[src/rtl/ifu_align_pkg.sv]
// ifu_align_pkg: shared types and helpers for the instruction aligner.
//   hold_t  - one held 16-bit instruction half (data, halfword PC, fault bits, valid)
//   is_rvc  - halfword length detection; also usable by decode
// Address/data widths default to 32 when the IM_* macros are not provided.
`ifndef IM_ADDR_LEN
`define IM_ADDR_LEN 32
`endif
`ifndef IM_DATA_LEN
`define IM_DATA_LEN 32
`endif

package ifu_align_pkg;

  localparam int IFU_ADDR_W = `IM_ADDR_LEN;
  localparam int IFU_DATA_W = `IM_DATA_LEN;

  typedef struct packed {
    logic [15:0]           data;
    logic [IFU_ADDR_W-1:0] pc;
    logic [1:0]            bad;
    logic                  valid;
  } hold_t;

  // A halfword starts a 16-bit instruction unless its low two bits are 11,
  // and only when the C extension is enabled.
  function automatic logic is_rvc(input logic c_ext, input logic [15:0] hw);
    return c_ext && (hw[1:0] != 2'b11);
  endfunction

endpackage

[src/rtl/ifu_align.sv]
// ifu_align: instruction aligner between the prefetch word stream and ID.
// Takes word-aligned 32-bit fetch words, splits/joins halves for RVC and
// word-straddling 32-bit instructions, and presents one instruction per
// cycle from a registered valid/ready output stage.
//
// Ports:
//   clk, rstn            clock; synchronous active-high reset (rstn=1 resets)
//   misa_c_ext           C extension enabled
//   flush, flush_pc      redirect: drop all held state, restart at flush_pc
//   in_valid/in_ready    fetch word handshake; in_pc, in_data, in_bad
//   out_valid/out_ready  decode handshake; out_pc, out_inst, out_rvc,
//                        out_bad, out_badaddr
//   perf_straddle,
//   perf_starve          saturating counters, present only with
//                        IFU_ALIGN_PERF_EN defined
//
// Build option: IFU_ALIGN_PERF_EN adds the two performance counters.
module ifu_align
  import ifu_align_pkg::*;
#(
  parameter int ADDR_W = IFU_ADDR_W,
  parameter int DATA_W = IFU_DATA_W
) (
  input  logic              clk,
  input  logic              rstn,
  input  logic              misa_c_ext,
  input  logic              flush,
  input  logic [ADDR_W-1:0] flush_pc,
  input  logic              in_valid,
  output logic              in_ready,
  input  logic [ADDR_W-1:0] in_pc,
  input  logic [DATA_W-1:0] in_data,
  input  logic [1:0]        in_bad,
  output logic              out_valid,
  input  logic              out_ready,
  output logic [ADDR_W-1:0] out_pc,
  output logic [DATA_W-1:0] out_inst,
  output logic              out_rvc,
  output logic [1:0]        out_bad,
  output logic [ADDR_W-1:0] out_badaddr
`ifdef IFU_ALIGN_PERF_EN
  ,
  output logic [31:0]       perf_straddle,
  output logic [31:0]       perf_starve
`endif
);

  hold_t             h_q, h_d, up;
  logic [ADDR_W-1:0] exp_pc, exp_d;
  logic              skip, skip_d;
  logic              adv, stale, good, h_rvc, lo_rvc;
  logic [ADDR_W-1:0] h_word;

  logic              emit;
  logic [ADDR_W-1:0] e_pc, e_badaddr;
  logic [DATA_W-1:0] e_inst;
  logic              e_rvc;
  logic [1:0]        e_bad;

  assign adv    = ~out_valid | out_ready;
  // Words not at the expected address are leftovers from before a redirect.
  assign stale  = in_valid & (in_pc != exp_pc);
  assign good   = in_valid & ~stale;
  assign h_rvc  = is_rvc(misa_c_ext, h_q.data);
  assign lo_rvc = is_rvc(misa_c_ext, in_data[15:0]);
  assign h_word = h_q.pc & ~ADDR_W'(3);

  // Upper half of the incoming word as a hold entry.
  assign up = '{data: in_data[31:16], pc: in_pc + ADDR_W'(2), bad: in_bad, valid: 1'b1};

  // A held RVC drains before any new word is taken; stale words are always
  // swallowed so they never block the stream.
  assign in_ready = ~flush & (stale | (adv & ~(h_q.valid & h_rvc)));

  always_comb begin
    h_d       = h_q;
    exp_d     = exp_pc;
    skip_d    = skip;
    emit      = 1'b0;
    e_pc      = '0;
    e_inst    = '0;
    e_rvc     = 1'b0;
    e_bad     = '0;
    e_badaddr = '0;
    if (flush) begin
      h_d    = '0;
      exp_d  = flush_pc & ~ADDR_W'(3);
      skip_d = flush_pc[1];
      // Halfword target without C: hand ID a dummy so it can trap on the pc.
      if (!misa_c_ext && flush_pc[1]) begin
        emit = 1'b1;
        e_pc = flush_pc & ~ADDR_W'(1);
      end
    end else if (adv) begin
      if (h_q.valid && h_rvc) begin
        emit      = 1'b1;
        e_pc      = h_q.pc;
        e_inst    = {16'h0000, h_q.data};
        e_rvc     = 1'b1;
        e_bad     = h_q.bad;
        e_badaddr = (|h_q.bad) ? h_word : '0;
        h_d       = '0;
      end else if (good) begin
        exp_d = exp_pc + ADDR_W'(4);
        if (h_q.valid) begin
          // Straddle: held half is the low half of a 32-bit instruction.
          emit      = 1'b1;
          e_pc      = h_q.pc;
          e_inst    = {in_data[15:0], h_q.data};
          e_bad     = h_q.bad | in_bad;
          e_badaddr = (|h_q.bad) ? h_word : ((|in_bad) ? in_pc : '0);
          // A faulting word stops the stream; its upper half is not kept.
          h_d       = (|in_bad) ? '0 : up;
        end else if (skip) begin
          // Redirect landed mid-word: the low half is before the target.
          h_d    = up;
          skip_d = 1'b0;
        end else if (!lo_rvc) begin
          emit      = 1'b1;
          e_pc      = in_pc;
          e_inst    = in_data;
          e_bad     = in_bad;
          e_badaddr = (|in_bad) ? in_pc : '0;
        end else begin
          emit      = 1'b1;
          e_pc      = in_pc;
          e_inst    = {16'h0000, in_data[15:0]};
          e_rvc     = 1'b1;
          e_bad     = in_bad;
          e_badaddr = (|in_bad) ? in_pc : '0;
          h_d       = up;
        end
      end
    end
  end

  always_ff @(posedge clk) begin
    if (rstn) begin
      h_q         <= '0;
      exp_pc      <= '0;
      skip        <= 1'b0;
      out_valid   <= 1'b0;
      out_pc      <= '0;
      out_inst    <= '0;
      out_rvc     <= 1'b0;
      out_bad     <= '0;
      out_badaddr <= '0;
    end else begin
      h_q    <= h_d;
      exp_pc <= exp_d;
      skip   <= skip_d;
      if (flush || adv) begin
        out_valid <= emit;
        if (emit) begin
          out_pc      <= e_pc;
          out_inst    <= e_inst;
          out_rvc     <= e_rvc;
          out_bad     <= e_bad;
          out_badaddr <= e_badaddr;
        end
      end
    end
  end

`ifdef IFU_ALIGN_PERF_EN
  logic straddle;
  assign straddle = adv & ~flush & h_q.valid & ~h_rvc & good;

  always_ff @(posedge clk) begin
    if (rstn) begin
      perf_straddle <= '0;
      perf_starve   <= '0;
    end else begin
      if (straddle && perf_straddle != '1)
        perf_straddle <= perf_straddle + 32'd1;
      if (adv && !emit && !flush && perf_starve != '1)
        perf_starve <= perf_starve + 32'd1;
    end
  end
`endif

endmodule

[config.mk]
export PLATFORM = sky130hd
export DESIGN_NAME = ifu_align
export DESIGN_NICKNAME = d
export VERILOG_FILES = /design/src/rtl/ifu_align_pkg.sv /design/src/rtl/ifu_align.sv
export SDC_FILE = /design/constraint.sdc
export NUM_CORES = 1
export LEC_CHECK = 0
export BUFFER_PORTS_ARGS = -buffer_cell sky130_fd_sc_hd__clkbuf_2
export CORE_MARGIN = 5
export CORE_UTILIZATION = 55
export DETAILED_ROUTE_END_ITERATION = 8
export HOLD_SLACK_MARGIN = 0.08
export PLACE_DENSITY = 0.85
export SLEW_MARGIN = 0
export SYNTH_ARGS = -nofsm -noshare
export SYNTH_HDL_FRONTEND = slang
export SYNTH_SLANG_ARGS = --single-unit
[constraint.sdc]
create_clock -name clk -period 2.7 [get_ports clk]
set_input_delay 0.405 -clock clk [delete_from_list [all_inputs] [get_ports clk]]
set_output_delay 0.405 -clock clk [all_outputs]
set_load 0.005 [all_outputs]
Word level (Yosys, flattened, before mapping)
Index checks and enable logic that the tools add are counted.

Bits in registers: 184. Input port bits: 104. Logic and storage cells: 110.

$add $sub $neg: 2. Equal/unequal tests: 5. Muxes and demuxes: 58. Bitwise logic cells: 13. Reductions and logical operators: 19.

Operators with widths (number): 32-bit two-way mux (27); 51-bit two-way mux (6); 32-bit by 2-bit adder with 32-bit output, second input constant (1); 32-bit by 3-bit adder with 32-bit output, second input constant (1); 32-bit inequality test (1); 1-bit two-way mux (19); 2-bit two-way mux (6); 3-bit AND reduction (3); 2-bit inequality test, second input constant (4); 2-bit nonzero test (3); 2-bit OR reduction (3); 1-bit bitwise AND (5); 1-bit inverter (5); 1-bit logical AND (4); 2-bit AND reduction (2); 4-bit AND reduction (1); 4-bit nonzero test (1); 1-bit bitwise OR (2); 2-bit bitwise OR (1); 1-bit logical NOT (1); 1-bit logical OR (1).

Logic depth before layout (Yosys ltp)
Depth in word-level cells: 9. Depth in mapped cells: 10. Mapped depth without buffers: 8.

Worst setup path before layout
Ideal clock, no wire load.

Path type: input to register. Start: input in_pc[16]. End: register out_pc[30]. Setup time: 0.132 ns. Arrival: 2.122 ns. Data required time: 2.568 ns. Setup slack: 0.447 ns. Stages: 9. Cell sequence: buf_2 xor2_2 nor4_4 nand2_1 o211a_1 buf_2 buf_2 a221oi_1 nor3_1.

Cells in the longest elaborated chain, start to end: 9.

RTL lines: start, declared (line ifu_align.sv:31) `input logic [ADDR_W-1:0] in_pc,`; 32-bit inequality test (*) (line ifu_align.sv:62) `assign stale = in_valid & (in_pc != exp_pc);`; 1-bit bitwise AND (*) (line ifu_align.sv:62); 1-bit inverter (*) (line ifu_align.sv:63) `assign good = in_valid & ~stale;`; 1-bit bitwise AND (*) (line ifu_align.sv:63); 1-bit two-way mux (line ifu_align.sv:103) `end else if (good) begin`; 1-bit two-way mux (line ifu_align.sv:95) `if (h_q.valid && h_rvc) begin`; 1-bit two-way mux (line ifu_align.sv:94) `end else if (adv) begin`; 1-bit two-way mux (line ifu_align.sv:85) `if (flush) begin`; 2-bit AND reduction (no line); end signal, assigned (line ifu_align.sv:155) `out_pc <= e_pc;`; end, declared (line ifu_align.sv:36) `output logic [ADDR_W-1:0] out_pc,`.

Every way passes the cells marked *; elsewhere a longest branch is shown, timed or not. A chain may end at the register's enable or synchronous reset.

Worst setup path after layout
Start: register exp_pc[8]. End: output in_ready.

Cells in the longest elaborated chain, start to end: 4.

RTL lines: start, declared (line ifu_align.sv:49) `logic [ADDR_W-1:0] exp_pc, exp_d;`; start signal, assigned (line ifu_align.sv:150) `exp_pc <= exp_d;`; 32-bit inequality test (line ifu_align.sv:62); 1-bit bitwise AND (line ifu_align.sv:62); 1-bit bitwise OR (line ifu_align.sv:73) `assign in_ready = ~flush & (stale | (adv & ~(h_q.valid & h_rvc)));`; 1-bit bitwise AND (line ifu_align.sv:73); end, declared (line ifu_align.sv:30) `output logic in_ready,`.

Every way passes these cells.

==> reports/results.ini <==
[clocking]
htree_num_levels = 4
clock_latency_ns = 0.44
numCtsBuffers = 17
cts_sinks = 182
clk_pin_slew_ns = 0.08
cts_buffer_depth = 2
cts_root_buf = clkbuf_16
tritoncts = built

[power]
clockPowerShare = 0.410
power_mw = 6.08
comb_power_share = 0.130
p_switching_mw = 1.72
peakVddDrop_mv = 0.470
seqPwrFrac = 0.460
p_sw_frac = 0.283
power_density_nw_per_um2 = 523
leakage_nw = 4.73
cellInternalPower_mw = 4.36

[floorplan]
coreArea_um2 = 16700
rows = 47
dieArea_um2 = 19900
ioPinCount = 205
fp.dieH_um = 141
initial_core_util = 0.565
die_w_um = 141

[synthesis]
ys.flop_type = dfxtp_1
synth-seq-area-share = 0.386
synth.yosys.warnings = 0
synth_top_area_frac = 0.386
avgSynthCellArea_um2 = 8.59
synth_largest_area_cell = dfxtp_1
netlist_instances = 1099
synth_area_leaders = dfxtp_1 (39%), a22o_1 (10%), xnor2_1 (5.1%)
synth_edf_count = 0
synth_area_um2 = 9440
synth_cell_types = 69
synth-seq-cells = 182
synthArstFlopShare = 0
synth_nets = 1205

[worst_hold_path]
hold_depth = 2
hold_path_class = in2reg

[critical_path]
r2r_slack_ns = 0.22
cp_max_fo = 4
cp.required_ns = 2.30
r2r_cells = 10
cp.arrival_ns = 2.13
crit-reg2reg-launch = exp_pc[8]$_SDFFE_PP0P_
worstSetupStartpoint = exp_pc[8]$_SDFFE_PP0P_
criticalPathCategory = reg2out
worstSetupStartpointType = register
setup.worst_path.end = in_ready
critPathCaptureType = output pin
r2r_end = out_inst[25]$_SDFFE_PP0P_

[sta]
setup_slack_ns = 0.163
timing.fmax_mhz = 394
finalSetupViolCount = 0
slew_violations = 0
hold-worst-slack_ns = 0.190
worst_pin_slew_ns = 0.607
maxSlewHeadroom = 0.592
hold_viol = 0
tns_ns = 0
rsz0062_at_grt = no
fin_crit_ns = 2.54
period_share = 0.940
clock_skew_ns = 0.0122

[route]
drc_errors = 0
vias = 9879
wire_per_inst_um = 21.6
finalWirelength_um = 33100
drt_iter0_markers = 1100
detail_route.vias_per_cell = 6.43
drtAntennaViolNets = 0
first_pass_iters = 6

[cells_and_area]
drive_above_1_share = 0.271
finalNonFillerCells = 1536
area_delta_synth_final_pct = 23.3
fillerInstances = 1344
layout.nets = 1409

[run_status]
outcome = complete, no violations

[placement]
place_ws_ns = 0.129
dp.cells = 1503
io_buffers = 203
gp_congestion = 0.946
dp_hpwl_um = 24400

[global_route]
antenna_found_initial = 1
grt_pass1_wl_um = 50900
grt_pass1_vias = 9322
overflow = 0
grt_usage = 0.323
grt_max_degree = 97

[job]
maxCapViolCount = 0

==> critical path, stage by stage, from the launching register on <==
cell and delay (ns):
dfxtp_1 0.37, xnor2_1 0.30, nand3_1 0.15, nor3_2 0.33, nand4_4 0.13, a22oi_1 0.19
nor2_1 0.09, clkbuf_2 0.12
==> routing by layer <==
metal | routed length (um) | GRT usage | part of all wire
met1 | 12900 | 0.427 | 0.39
met3 | 3750 | 0.0731 | 0.11
met5 | 0 | 0 | 0
met2 | 15000 | 0.504 | 0.45
met4 | 1480 | 0.152 | 0.045
==> Yosys cell counts (all sizes together), types with 3 or more instances <==
library cell  instances
o311ai                3
inv                  20
or4                   7
or3                  12
dfxtp               182
o21ai                25
nand2b               14
a22o                110
nand4                48
nand3                61
clkbuf               57
nand2               101
a32o                  5
a21oi                56
and4                  7
a221oi               29
nor3                 47
and2                  9
mux2i                 8
nor2                 65
buf                  49
o211ai               12
o2111ai               3
nor4                 10
o2bb2ai              17
and3                  5
a22oi                19
a31oi                16
xor2                  8
xnor2                55
a211oi               11
==> state kept, by name, summed over array words and instances (netlist names) <==
signal and flops:
h_q 51, out_badaddr 32, out_inst 32, out_pc 32
exp_pc 30, out_bad 2, out_rvc 1, out_valid 1
skip 1
==> power by group through the flow <==
stage               clock [mW]  sequential, mW  combinational, mW
floorplan                    0            2.84              0.428
global placement             0            2.85              0.754
detailed placement           0            2.85              0.764
CTS                       2.50            2.79              0.772
global route              2.64            2.80              0.831
finish                    2.49            2.80              0.790
==> cell type report <==
type                       count  area (um^2)  area share
clock inverter                14          141      0.0122
antenna                        1         2.50    0.000215
inverter                      20         75.1     0.00646
multi-input combinational    791         5280       0.454
tap                          220          275      0.0237
sequential                   182         3640       0.313
timing repair buffer         291         1790       0.154
clock buffer                  17          425      0.0366
==> through the flow <==
stage,util,area (um^2)
final,0.696,11600
after global routing,0.696,11600
after CTS,0.696,11600
after detailed placement,0.661,11000
after global placement,0.661,11000
after floorplan,-,9440
==> worst min-delay path by stage <==
stage | from | to
global route | in_data[27] | h_q[46]$_SDFFE_PP0P_
global placement | h_q[4]$_SDFFE_PP0P_ | h_q[4]$_SDFFE_PP0P_
detailed placement | h_q[4]$_SDFFE_PP0P_ | h_q[4]$_SDFFE_PP0P_
finish | in_data[27] | h_q[46]$_SDFFE_PP0P_
CTS | in_data[27] | h_q[46]$_SDFFE_PP0P_
floorplan | h_q[4]$_SDFFE_PP0P_ | h_q[4]$_SDFFE_PP0P_
==> kinds of logic after synthesis <==
logic type,count (synthesis),synth area share
fa+ha+maj,2,0.00265
flops,182,0.386
simple gates,392,0.219
buf+inv,126,0.0585
xor+xnor,63,0.0593
compound gates,324,0.264
mux,10,0.0109
==> timing repair <==
action	4_1_cts	5_1_grt
endpoints found under the hold margin	0	0
endpoints found under the setup margin	1	0
resized for setup	2	0
hold buffers	0	0
setup buffers	1	0
==> placed cells by master, fill, tap and decap left out, drive strengths merged, types with 16 or more instances in the layout <==
cell type / instances
a22oi: 19
a21oi: 56
nor2: 65
inv: 28
a221oi: 29
nand2: 101
nor3: 47
a22o: 110
nand4: 48
o21ai: 25
buf: 89
dfxtp: 182
nand3: 61
clkbuf: 219
xnor2: 55
o2bb2ai: 17
a31oi: 16
Note: power is estimated with default switching activity, not from simulation.
